`src/rtl/vtg_pkg.sv`:
```
// rtl/vtg_pkg.sv - shared types, sync bit indices and region helper for the video timing generator
package vtg_pkg;

  typedef enum logic [1:0] {
    IDLE  = 2'd0,
    RUN   = 2'd1,
    DRAIN = 2'd2
  } vtg_state_e;

  localparam int SYNC_VS = 26;
  localparam int SYNC_HS = 25;
  localparam int SYNC_DE = 24;

  function automatic int region_total(input int active, input int fp, input int sync, input int bp);
    return active + fp + sync + bp;
  endfunction

endpackage

```
`src/rtl/vtg_axis_counter.sv`:
```
// rtl/vtg_axis_counter.sv - one scan axis: position counter with active/sync region decode
module vtg_axis_counter
  import vtg_pkg::*;
#(
  parameter int ACTIVE = 640,
  parameter int FP     = 16,
  parameter int SYNC   = 96,
  parameter int BP     = 48,
  parameter int CNT_W  = 12
) (
  input  logic             clk,
  input  logic             rst_n,
  input  logic             clr,
  input  logic             inc,
  output logic [CNT_W-1:0] pos,
  output logic             active,
  output logic             sync,
  output logic             wrap
);

  localparam int TOTAL = region_total(ACTIVE, FP, SYNC, BP);
  localparam logic [CNT_W-1:0] LAST     = CNT_W'(TOTAL - 1);
  localparam logic [CNT_W-1:0] ACT_END  = CNT_W'(ACTIVE);
  localparam logic [CNT_W-1:0] SYNC_LO  = CNT_W'(ACTIVE + FP);
  localparam logic [CNT_W-1:0] SYNC_HI  = CNT_W'(ACTIVE + FP + SYNC - 1);

  logic [CNT_W-1:0] pos_q, pos_d;

  always_comb begin
    pos_d = pos_q;
    if (clr) begin
      pos_d = '0;
    end else if (inc) begin
      pos_d = (pos_q == LAST) ? '0 : pos_q + 1'b1;
    end
  end

  always_ff @(posedge clk or negedge rst_n) begin
    if (!rst_n) begin
      pos_q <= '0;
    end else begin
      pos_q <= pos_d;
    end
  end

  assign pos    = pos_q;
  assign active = (pos_q < ACT_END);
  assign sync   = (pos_q >= SYNC_LO) && (pos_q <= SYNC_HI);
  assign wrap   = inc && (pos_q == LAST);

endmodule

```
`src/rtl/video_timing_ctrl.sv`:
```
// rtl/video_timing_ctrl.sv - frame sequencer: start/stop FSM, registered sync bundle and frame counting
// Optional frame limit input enabled by VTG_FRAME_LIMIT_EN.
module video_timing_ctrl
  import vtg_pkg::*;
#(
  parameter int H_ACTIVE = 640,
  parameter int H_FP     = 16,
  parameter int H_SYNC   = 96,
  parameter int H_BP     = 48,
  parameter int V_ACTIVE = 480,
  parameter int V_FP     = 10,
  parameter int V_SYNC   = 2,
  parameter int V_BP     = 33,
  parameter int CNT_W    = 12
) (
  input  logic             clk,
  input  logic             rst_n,
  input  logic             start,
  input  logic             stop,
`ifdef VTG_FRAME_LIMIT_EN
  input  logic [15:0]      frame_limit,
`endif
  output logic [26:24]     Synco,
  output logic [CNT_W-1:0] h_pos,
  output logic [CNT_W-1:0] v_pos,
  output logic             busy,
  output logic             frame_done,
  output logic [15:0]      frame_cnt
);

  vtg_state_e state_q, state_d;

  logic [26:24]     synco_q, synco_d;
  logic [CNT_W-1:0] h_pos_q, h_pos_d;
  logic [CNT_W-1:0] v_pos_q, v_pos_d;
  logic             busy_q, busy_d;
  logic             frame_done_q, frame_done_d;
  logic [15:0]      frame_cnt_q, frame_cnt_d;
`ifdef VTG_FRAME_LIMIT_EN
  logic [15:0]      limit_q, limit_d;
`endif

  logic             run_d;
  logic [CNT_W-1:0] h_cnt, v_cnt;
  logic             h_act, h_sy, h_wrap;
  logic             v_act, v_sy, v_wrap;

  // Axis counters run one cycle ahead of the output registers so that every
  // output is a flop while still showing one consistent position.
  vtg_axis_counter #(
    .ACTIVE(H_ACTIVE), .FP(H_FP), .SYNC(H_SYNC), .BP(H_BP), .CNT_W(CNT_W)
  ) u_h_cnt (
    .clk    (clk),
    .rst_n  (rst_n),
    .clr    (!run_d),
    .inc    (run_d),
    .pos    (h_cnt),
    .active (h_act),
    .sync   (h_sy),
    .wrap   (h_wrap)
  );

  vtg_axis_counter #(
    .ACTIVE(V_ACTIVE), .FP(V_FP), .SYNC(V_SYNC), .BP(V_BP), .CNT_W(CNT_W)
  ) u_v_cnt (
    .clk    (clk),
    .rst_n  (rst_n),
    .clr    (!run_d),
    .inc    (h_wrap),
    .pos    (v_cnt),
    .active (v_act),
    .sync   (v_sy),
    .wrap   (v_wrap)
  );

  always_comb begin
    state_d     = state_q;
    frame_cnt_d = frame_cnt_q + {15'b0, frame_done_q};
`ifdef VTG_FRAME_LIMIT_EN
    limit_d     = limit_q;
`endif
    // frame_done_q marks the cycle that shows the last position of a frame.
    case (state_q)
      IDLE: begin
        if (start) begin
          state_d     = RUN;
          frame_cnt_d = '0;
`ifdef VTG_FRAME_LIMIT_EN
          limit_d     = frame_limit;
`endif
        end
      end
      RUN: begin
        if (stop) state_d = DRAIN;
`ifdef VTG_FRAME_LIMIT_EN
        if (frame_done_q && (limit_q != 16'd0) && (frame_cnt_q + 16'd1 == limit_q)) state_d = IDLE;
`endif
      end
      DRAIN: begin
        if (start)             state_d = RUN;
        else if (frame_done_q) state_d = IDLE;
      end
      default: state_d = IDLE;
    endcase

    run_d = (state_d != IDLE);

    synco_d          = '0;
    synco_d[SYNC_VS] = run_d && v_sy;
    synco_d[SYNC_HS] = run_d && h_sy;
    synco_d[SYNC_DE] = run_d && h_act && v_act;
    h_pos_d          = run_d ? h_cnt : '0;
    v_pos_d          = run_d ? v_cnt : '0;
    busy_d           = run_d;
    frame_done_d     = v_wrap;
  end

  always_ff @(posedge clk or negedge rst_n) begin
    if (!rst_n) begin
      state_q      <= IDLE;
      synco_q      <= '0;
      h_pos_q      <= '0;
      v_pos_q      <= '0;
      busy_q       <= 1'b0;
      frame_done_q <= 1'b0;
      frame_cnt_q  <= '0;
`ifdef VTG_FRAME_LIMIT_EN
      limit_q      <= '0;
`endif
    end else begin
      state_q      <= state_d;
      synco_q      <= synco_d;
      h_pos_q      <= h_pos_d;
      v_pos_q      <= v_pos_d;
      busy_q       <= busy_d;
      frame_done_q <= frame_done_d;
      frame_cnt_q  <= frame_cnt_d;
`ifdef VTG_FRAME_LIMIT_EN
      limit_q      <= limit_d;
`endif
    end
  end

  assign Synco      = synco_q;
  assign h_pos      = h_pos_q;
  assign v_pos      = v_pos_q;
  assign busy       = busy_q;
  assign frame_done = frame_done_q;
  assign frame_cnt  = frame_cnt_q;

endmodule

```
`config.mk`:
```
export PLATFORM = sky130hd
export DESIGN_NAME = video_timing_ctrl
export DESIGN_NICKNAME = d
export VERILOG_FILES = /design/src/rtl/vtg_pkg.sv /design/src/rtl/vtg_axis_counter.sv /design/src/rtl/video_timing_ctrl.sv
export SDC_FILE = /design/constraint.sdc
export NUM_CORES = 1
export LEC_CHECK = 0
export CORE_MARGIN = 2
export CORE_UTILIZATION = 53
export DETAILED_ROUTE_END_ITERATION = 12
export PLACE_DENSITY = 0.81
export SLEW_MARGIN = 5
export SYNTH_ARGS = -nofsm -noshare
export SYNTH_HDL_FRONTEND = slang
export SYNTH_SLANG_ARGS = --single-unit
export TNS_END_PERCENT = 10
```
`constraint.sdc`:
```
create_clock -name clk -period 3 [get_ports clk]
set_input_delay 0.6 -clock clk [delete_from_list [all_inputs] [get_ports clk]]
set_output_delay 0.6 -clock clk [all_outputs]
set_load 0.02 [all_outputs]
```
==> results of run 1 <==
area by class of cell:
type,instances,area (um2),area share
tap,72,90.09,0.02358
clock buffer,13,158.9,0.04158
sequential,71,1777,0.4650
timing repair buffer,53,513.0,0.1343
inverter,11,41.29,0.01081
clock inverter,3,17.52,0.004584
multi-input combinational,200,1224,0.3202
metrics by stage:
stage	instances	hold WS (ns)	utilization	instance area, um2	worst slack, ns
floorplan	294	0.3044	-	3098	0.7645
global placement	407	0.5020	0.6539	3645	0.5698
detailed placement	407	0.5124	0.6539	3645	0.5431
CTS	423	0.3467	0.6855	3821	0.5165
global route	423	0.3890	0.6855	3821	0.3203
finish	423	0.3247	0.6855	3821	0.4993
sequential cells by signal (all words and copies together) (netlist names):
name,flops
v_pos,12
frame_cnt,16
Synco,3
u_h_cnt.pos,12
busy,1
frame_done,1
u_v_cnt.pos,12
h_pos,12
state_q,2
kinds of logic after synthesis:
| group | Yosys count | synth area share |
|---|---|---|
| buffers and inverters | 23 | 0.03150 |
| muxes | 5 | 0.01817 |
| AOI/OAI and AO/OA | 26 | 0.05129 |
| and+or+nand+nor | 142 | 0.2407 |
| adders and majority gates | 7 | 0.02827 |
| xor gates and xnor gates | 20 | 0.05654 |
| DFF | 71 | 0.5735 |
where the power goes:
group	leakage, nW	switching [W]	internal (W)
registers	0.975	0.0000429	0.00101
logic	0.642	0.000152	0.0000934
clock network	0.0894	0.000333	0.000343
cell usage in the layout (no fill, tap or decap), types with 2 or more instances in the layout:
| cell type | instances |
|---|---|
| and3_1 | 3 |
| or3_1 | 6 |
| and4_1 | 3 |
| nor4b_1 | 2 |
| clkbuf_1 | 2 |
| clkbuf_8 | 11 |
| and2_0 | 2 |
| a21oi_1 | 9 |
| nor2_1 | 37 |
| buf_4 | 5 |
| clkdlybuf4s50_1 | 47 |
| dfrtp_1 | 71 |
| xnor2_1 | 10 |
| nand2_1 | 19 |
| nor4_1 | 3 |
| inv_1 | 11 |
| o31ai_1 | 2 |
| or4_1 | 2 |
| nor3b_1 | 2 |
| o21ai_0 | 7 |
| clkinv_2 | 2 |
| mux2_2 | 5 |
| and2_1 | 19 |
| o22ai_1 | 2 |
| nand3_1 | 16 |
| nand4_1 | 12 |
| ha_1 | 7 |
| nor3_1 | 11 |
| xor2_1 | 10 |
critical path: cells and delay by family, from the launching register on:
kind,cells,cell delay [ns]
AND/OR/NAND/NOR,3,1.81
AO/OA/AOI/OAI,1,0.15
flip-flops,1,0.47
routing by layer:
metal,up-vias,part of all wire,track usage
li1,1115,-,-
met1,1138,0.45,0.2894
met2,79,0.48,0.3425
met3,7,0.058,0.05169
met4,0,0.012,0.08814
met5,-,0,0
worst min-delay path by stage:
stage,from,end,slack [ns],cells past startpoint
after floorplan,rst_n,Synco[24]$_DFF_PN0_,0.30,0
after global placement,u_v_cnt.pos[3]$_DFFE_PN0P_,v_pos[3]$_DFF_PN0_,0.50,2
after detailed placement,u_v_cnt.pos[3]$_DFFE_PN0P_,v_pos[3]$_DFF_PN0_,0.51,2
after CTS,rst_n,u_h_cnt.pos[10]$_DFF_PN0_,0.35,1
after global routing,rst_n,frame_cnt[3]$_DFF_PN0_,0.39,1
final,rst_n,frame_cnt[4]$_DFF_PN0_,0.32,1
==> metrics, run 1 <==
run status=complete, no violations; Cell variety after synth=40; Max FO, Critical Path=16; first-pass GRT wire length=10.64 mm; EDFF count, synth=0; CTS tree=yes; RSZ-0062 raised after global routing=no; Crit path largest cell delay=0.69 ns; max_slew headroom=0.4915; PD cells=515.7 nW/um2; number of routed nets with antenna violations=0; PortBufs=48; Post-CTS Setup Bufs=0; reg2reg setup slack=0.50 ns; clk_lat worst skew=0.34 ns; static power due to leakage=1.706 nW; yosys warns=0; CTS sink cnt=71; Hold Buf Count CTS=0; Slew @ Worst Pin=0.7627 ns; CP Class=reg -> reg; Mapped Cells=294; Residual DRC=0; Slowest-stage cell, CP=or4_1; layout cells sized above 1=0.07407; Yosys top cell area share=0.5735; CP Capture Type=flop; Setup Skew=0.004093 ns; vias=2339; #FFs+latches synth=71; end of the critical path=u_v_cnt.pos[5]$_DFFE_PN0P_; core area=5574 um2; Fin Setup TNS=0 ns; FF-to-FF End=u_v_cnt.pos[5]$_DFFE_PN0P_; required time of the worst setup path=3.27 ns; clock root cell=clkbuf_8; Initial DRC Count=171; die area=6473 um2; post-synthesis sequential area ratio=0.5735; filler instances=422; worst r2r src=u_h_cnt.pos[6]$_DFF_PN0_; Slew Limit Fails=0; std cell rows=27; Worst VDD drop=0.3645 mV; Remaining Overflow, GRT=0; worst r2r path cells=4; dominant cells by area after synthesis=dfrtp_1, nor2_1, and2_1; largest net degree at the start of global routing=35; Synth Area per Inst=10.54 um2; hpwl dp=4.299 mm; ys async rst share=1.000; Yosys top cell by area=dfrtp_1; Placer Congestion=0.9251; startpoint types=flop; Worst EP arrival=2.77 ns; Final Critical Period=2.501 ns; die height=80.46 um; clk slew on worst S/H paths=0.07 ns; initial antenna violation count=0; GRT Total Usage=0.2169; Final Net Count=357; Num CTS Buffers=9; Total Wirelength=6.314 mm; Hold Fails Final Rpt=0; vias in the first global route=2296; Hold WC Path Type=in -> async; top-count cell post-synth=dfrtp_1; synth cell count leaders=dfrtp_1, nor2_1, and2_1, nand2_1, nand3_1; fin crit share=0.8336; Clock Tree Buf Depth=2; CTS H-Tree Depth=3; drt first pass iters=4; WL per Instance=14.93 um; Post-CTS Resized=0; Post-Synthesis Net Count=305; Initial Util=0.5558; Syn Std Cell Area=3098 um2; worst path cell trace=or4_4 > or4_1 > or4b_1 > a21oi_1; Setup violations, final=0; drt via density=5.530; Layout area overhead=23.34%; Top-Level Pins=49; MaxCap Viol Count=0; fmax=399.9 MHz; total chip power=0.001970 W; die width=80.46 um; CP startpoint=u_h_cnt.pos[6]$_DFF_PN0_; Post-synth top flop=dfrtp_1; ANT cells=0
Power figures use the tool's default switching activity.
==> inputs of run 2 (changes only) <==
clock period = 2.5 ns   (was 3 ns; I/O delays follow)
==> run 2 against run 1 <==
Clock power rose by 75%. Routed wire length up 3.9%. Flip-flop and latch count stayed put. Via count grew 1.8%. Largest cell class unchanged. Register-to-register slack got worse by 0.30 ns. Core utilization grew 2.1 points. Critical path type unchanged. Critical endpoint unchanged. First-iteration DRC count is 14% lower. Sequential share of layout area fell by 1.4 points. Count of clock-buffer cells in the layout down 3. Clock skew up 0.0015 ns. Die area did not move.
==> metrics, run 2 (same netlist as run 1, synthesis figures left out) <==
run status=complete, no violations; Clock Tree Buf Depth=2 (unchanged); clock root cell=clkbuf_8; Fin Setup TNS=0 ns (unchanged); Slew Limit Fails=0 (unchanged); max FFs per register=16 (unchanged); CP Capture Type=flop; initial antenna violation count=0 (unchanged); layout cells sized above 1=0.08499 (+0.01091); Hold Fails Final Rpt=0 (unchanged); GRT Total Usage=0.2251 (+0.008204); final instance area=3936 um2 (+3.0%); Final Critical Period=2.300 ns (-0.2003 ns); multi-input logic area=1227 um2 (+0.31%); global routing usage on met3=0.06517 (+0.01348); vias=2382 (+1.8%); startpoint types=flop; max_slew headroom=0.5199 (+0.02836); Worst EP arrival=2.57 ns (-0.20 ns); filler instances=405 (-4.0%); RSZ-0062 raised after global routing=no; clk_lat worst skew=0.34 ns (about the same); CTS tree=yes; Remaining Overflow, GRT=0 (unchanged); required time of the worst setup path=2.77 ns (-0.50 ns); grt peak-use layer=met2; CTS sink cnt=71 (unchanged); Sw Ratio=0.2379 (-0.03022); static power due to leakage=1.760 nW (+3.1%); fmax=434.7 MHz (+8.7%); Max FO, Critical Path=12 (-4); Total Wirelength=6.561 mm (+3.9%); ANT cells=0 (unchanged); MaxCap Viol Count=0 (unchanged); CP Class=reg -> reg; clk slew on worst S/H paths=0.07 ns (about the same); met1 Use GR=0.2733 (-0.01603); Layout area overhead=27.06%; net switching power figure=0.0006498 W (+23%); Slew @ Worst Pin=0.7202 ns (-0.04253 ns); core area=5574 um2 (unchanged); sequential power share=0.460 (-0.072); vias in the first global route=2375 (+3.4%); fin crit share=0.9202 (+0.08661); die height=80.46 um (unchanged); WL per Instance=15.44 um (+3.4%); PortBufs=48 (unchanged); die width=80.46 um (unchanged); Hold Buf Count CTS=0 (unchanged); Register Area=1777 um2 (unchanged); internal power=0.002081 W (+44%); Top-Level Pins=49 (unchanged); hpwl dp=4.353 mm (+1.3%); Post-CTS Setup Bufs=0 (unchanged); clock share of power=0.431 (+0.088); Worst VDD drop=0.6965 mV (+91%); number of routed nets with antenna violations=0 (unchanged); GR Util met2=0.3833 (+0.04083); Initial DRC Count=147 (-14%); drt first pass iters=5 (+1); first-pass GRT wire length=11.09 mm (+4.2%); Initial Util=0.5558 (unchanged); Hold WC Path Type=in -> async; PD cells=693.9 nW/um2 (+35%); Post-Place Cell Area=3672 um2 (+0.76%); commonest cells after routing, fill and taps aside=dfrtp_1, clkdlybuf4s50_1, nor2_1, nand2_1, and2_1; Placer Congestion=0.8651 (-6.5%); CTS H-Tree Depth=3 (unchanged); Setup violations, final=0 (unchanged); commonest non-fill, non-tap cell in the layout=dfrtp_1; Residual DRC=0 (unchanged); drt via density=5.605 (+1.4%); Num CTS Buffers=9 (unchanged); largest net degree at the start of global routing=41 (+17%); Final Net Count=359 (+0.56%); std cell rows=27 (unchanged); die area=6473 um2 (unchanged); Comb power frac=0.109 (-0.016); Setup Skew=0.005632 ns (+0.001539 ns)
==> run 2: cell types whose count changed in the layout (fill, tap and decap cells not counted), sizes merged <==
cell    before  now
clkinv       2    1
buf          6    8
clkbuf      13   10
bufinv       0    4
==> run 2: final timing paths <==
path | startpoint | endpoint | slack [ns] | depth (start not counted)
max | u_h_cnt.pos[10]$_DFF_PN0_ | u_v_cnt.pos[5]$_DFFE_PN0P_ | 0.20 | 4
min | rst_n | frame_cnt[5]$_DFF_PN0_ | 0.21 | 1
max reg2reg | u_h_cnt.pos[10]$_DFF_PN0_ | u_v_cnt.pos[5]$_DFFE_PN0P_ | 0.20 | 4
min reg2reg | u_h_cnt.pos[0]$_DFF_PN0_ | u_h_cnt.pos[0]$_DFF_PN0_ | 0.52 | 1
max in group asynchronous | rst_n | h_pos[7]$_DFF_PN0_ | 1.64 | 2
min in group clk | u_h_cnt.pos[0]$_DFF_PN0_ | u_h_cnt.pos[0]$_DFF_PN0_ | 0.52 | 1
==> run 2: area by class of cell <==
type                            count  area share
Tap cell                           72     0.02289
Multi-Input combinational cell    200      0.3118
Clock inverter                      6     0.03369
Timing Repair Buffer               55      0.1373
Clock buffer                       10     0.03242
Sequential cell                    71      0.4514
Inverter                           11     0.01049
==> run 2: power groups by stage <==
stage / Combinational (W) / Clock [W] / Sequential, W
2_1_floorplan: 0.000128 / 0 / 0.00130
3_3_place_gp: 0.000290 / 0 / 0.00127
3_5_place_dp: 0.000294 / 0 / 0.00128
4_1_cts: 0.000301 / 0.00120 / 0.00126
5_1_grt: 0.000330 / 0.00125 / 0.00126
6_report: 0.000296 / 0.00118 / 0.00126
==> run 2: metrics by stage <==
step	util	power, W	std cells	hold WS [ns]	setup WS (ns)
after floorplan	-	0.001432	294	0.2044	0.2645
after global placement	0.6588	0.001564	409	0.4896	0.1460
after detailed placement	0.6588	0.001571	409	0.5049	0.09431
after CTS	0.7055	0.002758	425	0.2187	0.04929
after global routing	0.7062	0.002845	425	0.2635	0.1418
final	0.7062	0.002731	425	0.2088	0.1995
==> run 2: per-layer routing <==
layer | vias to the layer above | wire (um)
met5 | - | 0
met4 | 0 | 119
met3 | 15 | 355
met2 | 77 | 3386
met1 | 1164 | 2700
li1 | 1126 | -
==> run 2: what timing repair did <==
item / in CTS / in global routing
gates resized for setup: 0 / 1
endpoints found under the hold margin: 0 / 0
setup endpoints to repair: 0 / 5
==> run 2: critical path, cell delays in order, from the launching register on <==
cell     delay, ns
dfrtp_1       0.45
or4_4         0.57
or4_4         0.52
or4b_1        0.53
a21oi_1       0.15
==> inputs of run 3 (changes only) <==
clock period = 2.2 ns   (was 2.5 ns; I/O delays follow)
==> run 3 against run 2 <==
Clock power about the same. Final area increased by 1.5%. Clock skew increased by 0.0026 ns. Critical path depth unchanged. Via count increased by 1.2%. Die area unchanged. Largest power group unchanged. First-iteration DRC count decreased by 29%. Non-clock buffer count increased by 12. Sequential power increased by 13%.
==> metrics, run 3 (same netlist as run 1, synthesis figures left out) <==
clk_lat worst skew=0.34 ns (about the same); Top-Level Pins=49 (unchanged); vias in the first global route=2369 (-0.25%); PD cells=743.6 nW/um2 (+7.2%); Slew Limit Fails=0 (unchanged); commonest cells after routing, fill and taps aside=dfrtp_1, clkdlybuf4s50_1, nor2_1, nand2_1, and2_1; worst r2r path cells=4 (unchanged); Setup violations, final=0 (unchanged); die area=6473 um2 (unchanged); layout cells sized above 1=0.1154 (+0.03040); PortBufs=48 (unchanged); max_slew headroom=0.6520 (+0.1321); Setup Skew=0.008185 ns (+0.002553 ns); placed cells=421 (+2.9%); Max FO, Critical Path=9 (-3); CTS H-Tree Depth=3 (unchanged); Worst EP arrival=2.40 ns (-0.17 ns); Non-Filler Instances=436 (+2.6%); met3 wire len=364 um (+2.5%); max FFs per register=16 (unchanged); drt via density=5.530 (-1.3%); hpwl dp=4.421 mm (+1.6%); Initial DRC Count=105 (-29%); Hold WC Path Type=in -> async; largest net degree at the start of global routing=72 (+76%); Num CTS Buffers=9 (unchanged); reg2reg setup slack=0.06 ns (-0.14 ns); die width=80.46 um (unchanged); Final Net Count=371 (+3.3%); Final Critical Period=2.141 ns (-0.1598 ns); die height=80.46 um (unchanged); WL per Instance=14.51 um (-6.0%); ANT cells=0 (unchanged); required time of the worst setup path=2.46 ns (-0.31 ns); Hold Fails Final Rpt=0 (unchanged); Post-CTS Resized=1 (+1); fmax=467.1 MHz (+7.5%); Hold Buf Count CTS=0 (unchanged); GRT Total Usage=0.2172 (-0.007929); run status=complete, no violations; vias=2411 (+1.2%); drt first pass iters=4 (-1); CP Capture Type=flop; Total Wirelength=6.328 mm (-3.6%); CP Class=reg -> reg; RSZ-0062 raised after global routing=no; Slew @ Worst Pin=0.5173 ns (-0.2029 ns); clock root cell=clkbuf_8; static power due to leakage=1.813 nW (+3.0%); core area=5574 um2 (unchanged); Clock Tree Buf Depth=2 (unchanged); commonest non-fill, non-tap cell in the layout=dfrtp_1; first-pass GRT wire length=10.73 mm (-3.2%); worst hold margin=0.1137 ns (-0.09507 ns); number of routed nets with antenna violations=0 (unchanged); Worst VDD drop=0.5247 mV (-25%); Initial Util=0.5558 (unchanged); post-layout util=0.7169 (+0.01077); Residual DRC=0 (unchanged); CTS sink cnt=71 (unchanged); wl on met1=2.740 mm (+1.5%); Layout area overhead=29.00%; clk slew on worst S/H paths=0.07 ns (about the same); Post-CTS Setup Bufs=0 (unchanged); std cell rows=27 (unchanged); top sig layer=met4; MaxCap Viol Count=0 (unchanged); Placer Congestion=0.8563 (-1.0%); CTS tree=yes; initial antenna violation count=0 (unchanged); Remaining Overflow, GRT=0 (unchanged); fin crit share=0.9730 (+0.05285); startpoint types=flop; detailed-routed wire length on met2=3.053 mm (-9.8%)
-- run 3: metrics by stage --
step	setup TNS (ns)	total power, W	setup slack [ns]	instance area (um2)
3_5_place_dp	-0.1822	0.001824	-0.03911	3762
5_1_grt	0	0.003097	0.00006728	3996
3_3_place_gp	-0.01143	0.001815	-0.01143	3762
2_1_floorplan	-0.01721	0.001627	-0.01721	3098
4_1_cts	0	0.003000	0.05728	3996
6_report	0	0.002972	0.05933	3996
-- run 3: worst paths after layout --
path	end	startpoint
setup reg to reg	u_v_cnt.pos[5]$_DFFE_PN0P_	u_h_cnt.pos[10]$_DFF_PN0_
min in group clk	v_pos[3]$_DFF_PN0_	u_v_cnt.pos[3]$_DFFE_PN0P_
setup / recovery	u_v_cnt.pos[5]$_DFFE_PN0P_	u_h_cnt.pos[10]$_DFF_PN0_
max in group asynchronous	u_h_cnt.pos[10]$_DFF_PN0_	rst_n
hold / removal	frame_cnt[4]$_DFF_PN0_	rst_n
hold reg to reg	v_pos[3]$_DFF_PN0_	u_v_cnt.pos[3]$_DFFE_PN0P_
-- run 3: per-layer routing --
layer,GRT usage,vias to the layer above
li1,-,1146
met1,0.2682,1158
met2,0.3542,88
met3,0.05169,19
met4,0.1136,0
met5,0,-
-- run 3: power breakdown --
part	total, W	switching [W]	internal, W
sequential	0.00142	0.0000462	0.00137
clock	0.00117	0.000446	0.000723
combinational	0.000385	0.000222	0.000163
-- run 3: critical path: stages (launching register included) --
cell and delay (ns):
dfrtp_1 0.38, or4_4 0.53, or4_4 0.49, or4b_1 0.52, a21oi_1 0.14
-- run 3: cell type report --
type / instances / area, um2
inverters: 11 / 41.29
clock inverters: 3 / 65.06
multi-input cells: 200 / 1227
clock buffers: 12 / 165.2
repair buffers: 67 / 630.6
fillers: 414 / 1578
flip-flops and latches: 71 / 1777
well taps: 72 / 90.09
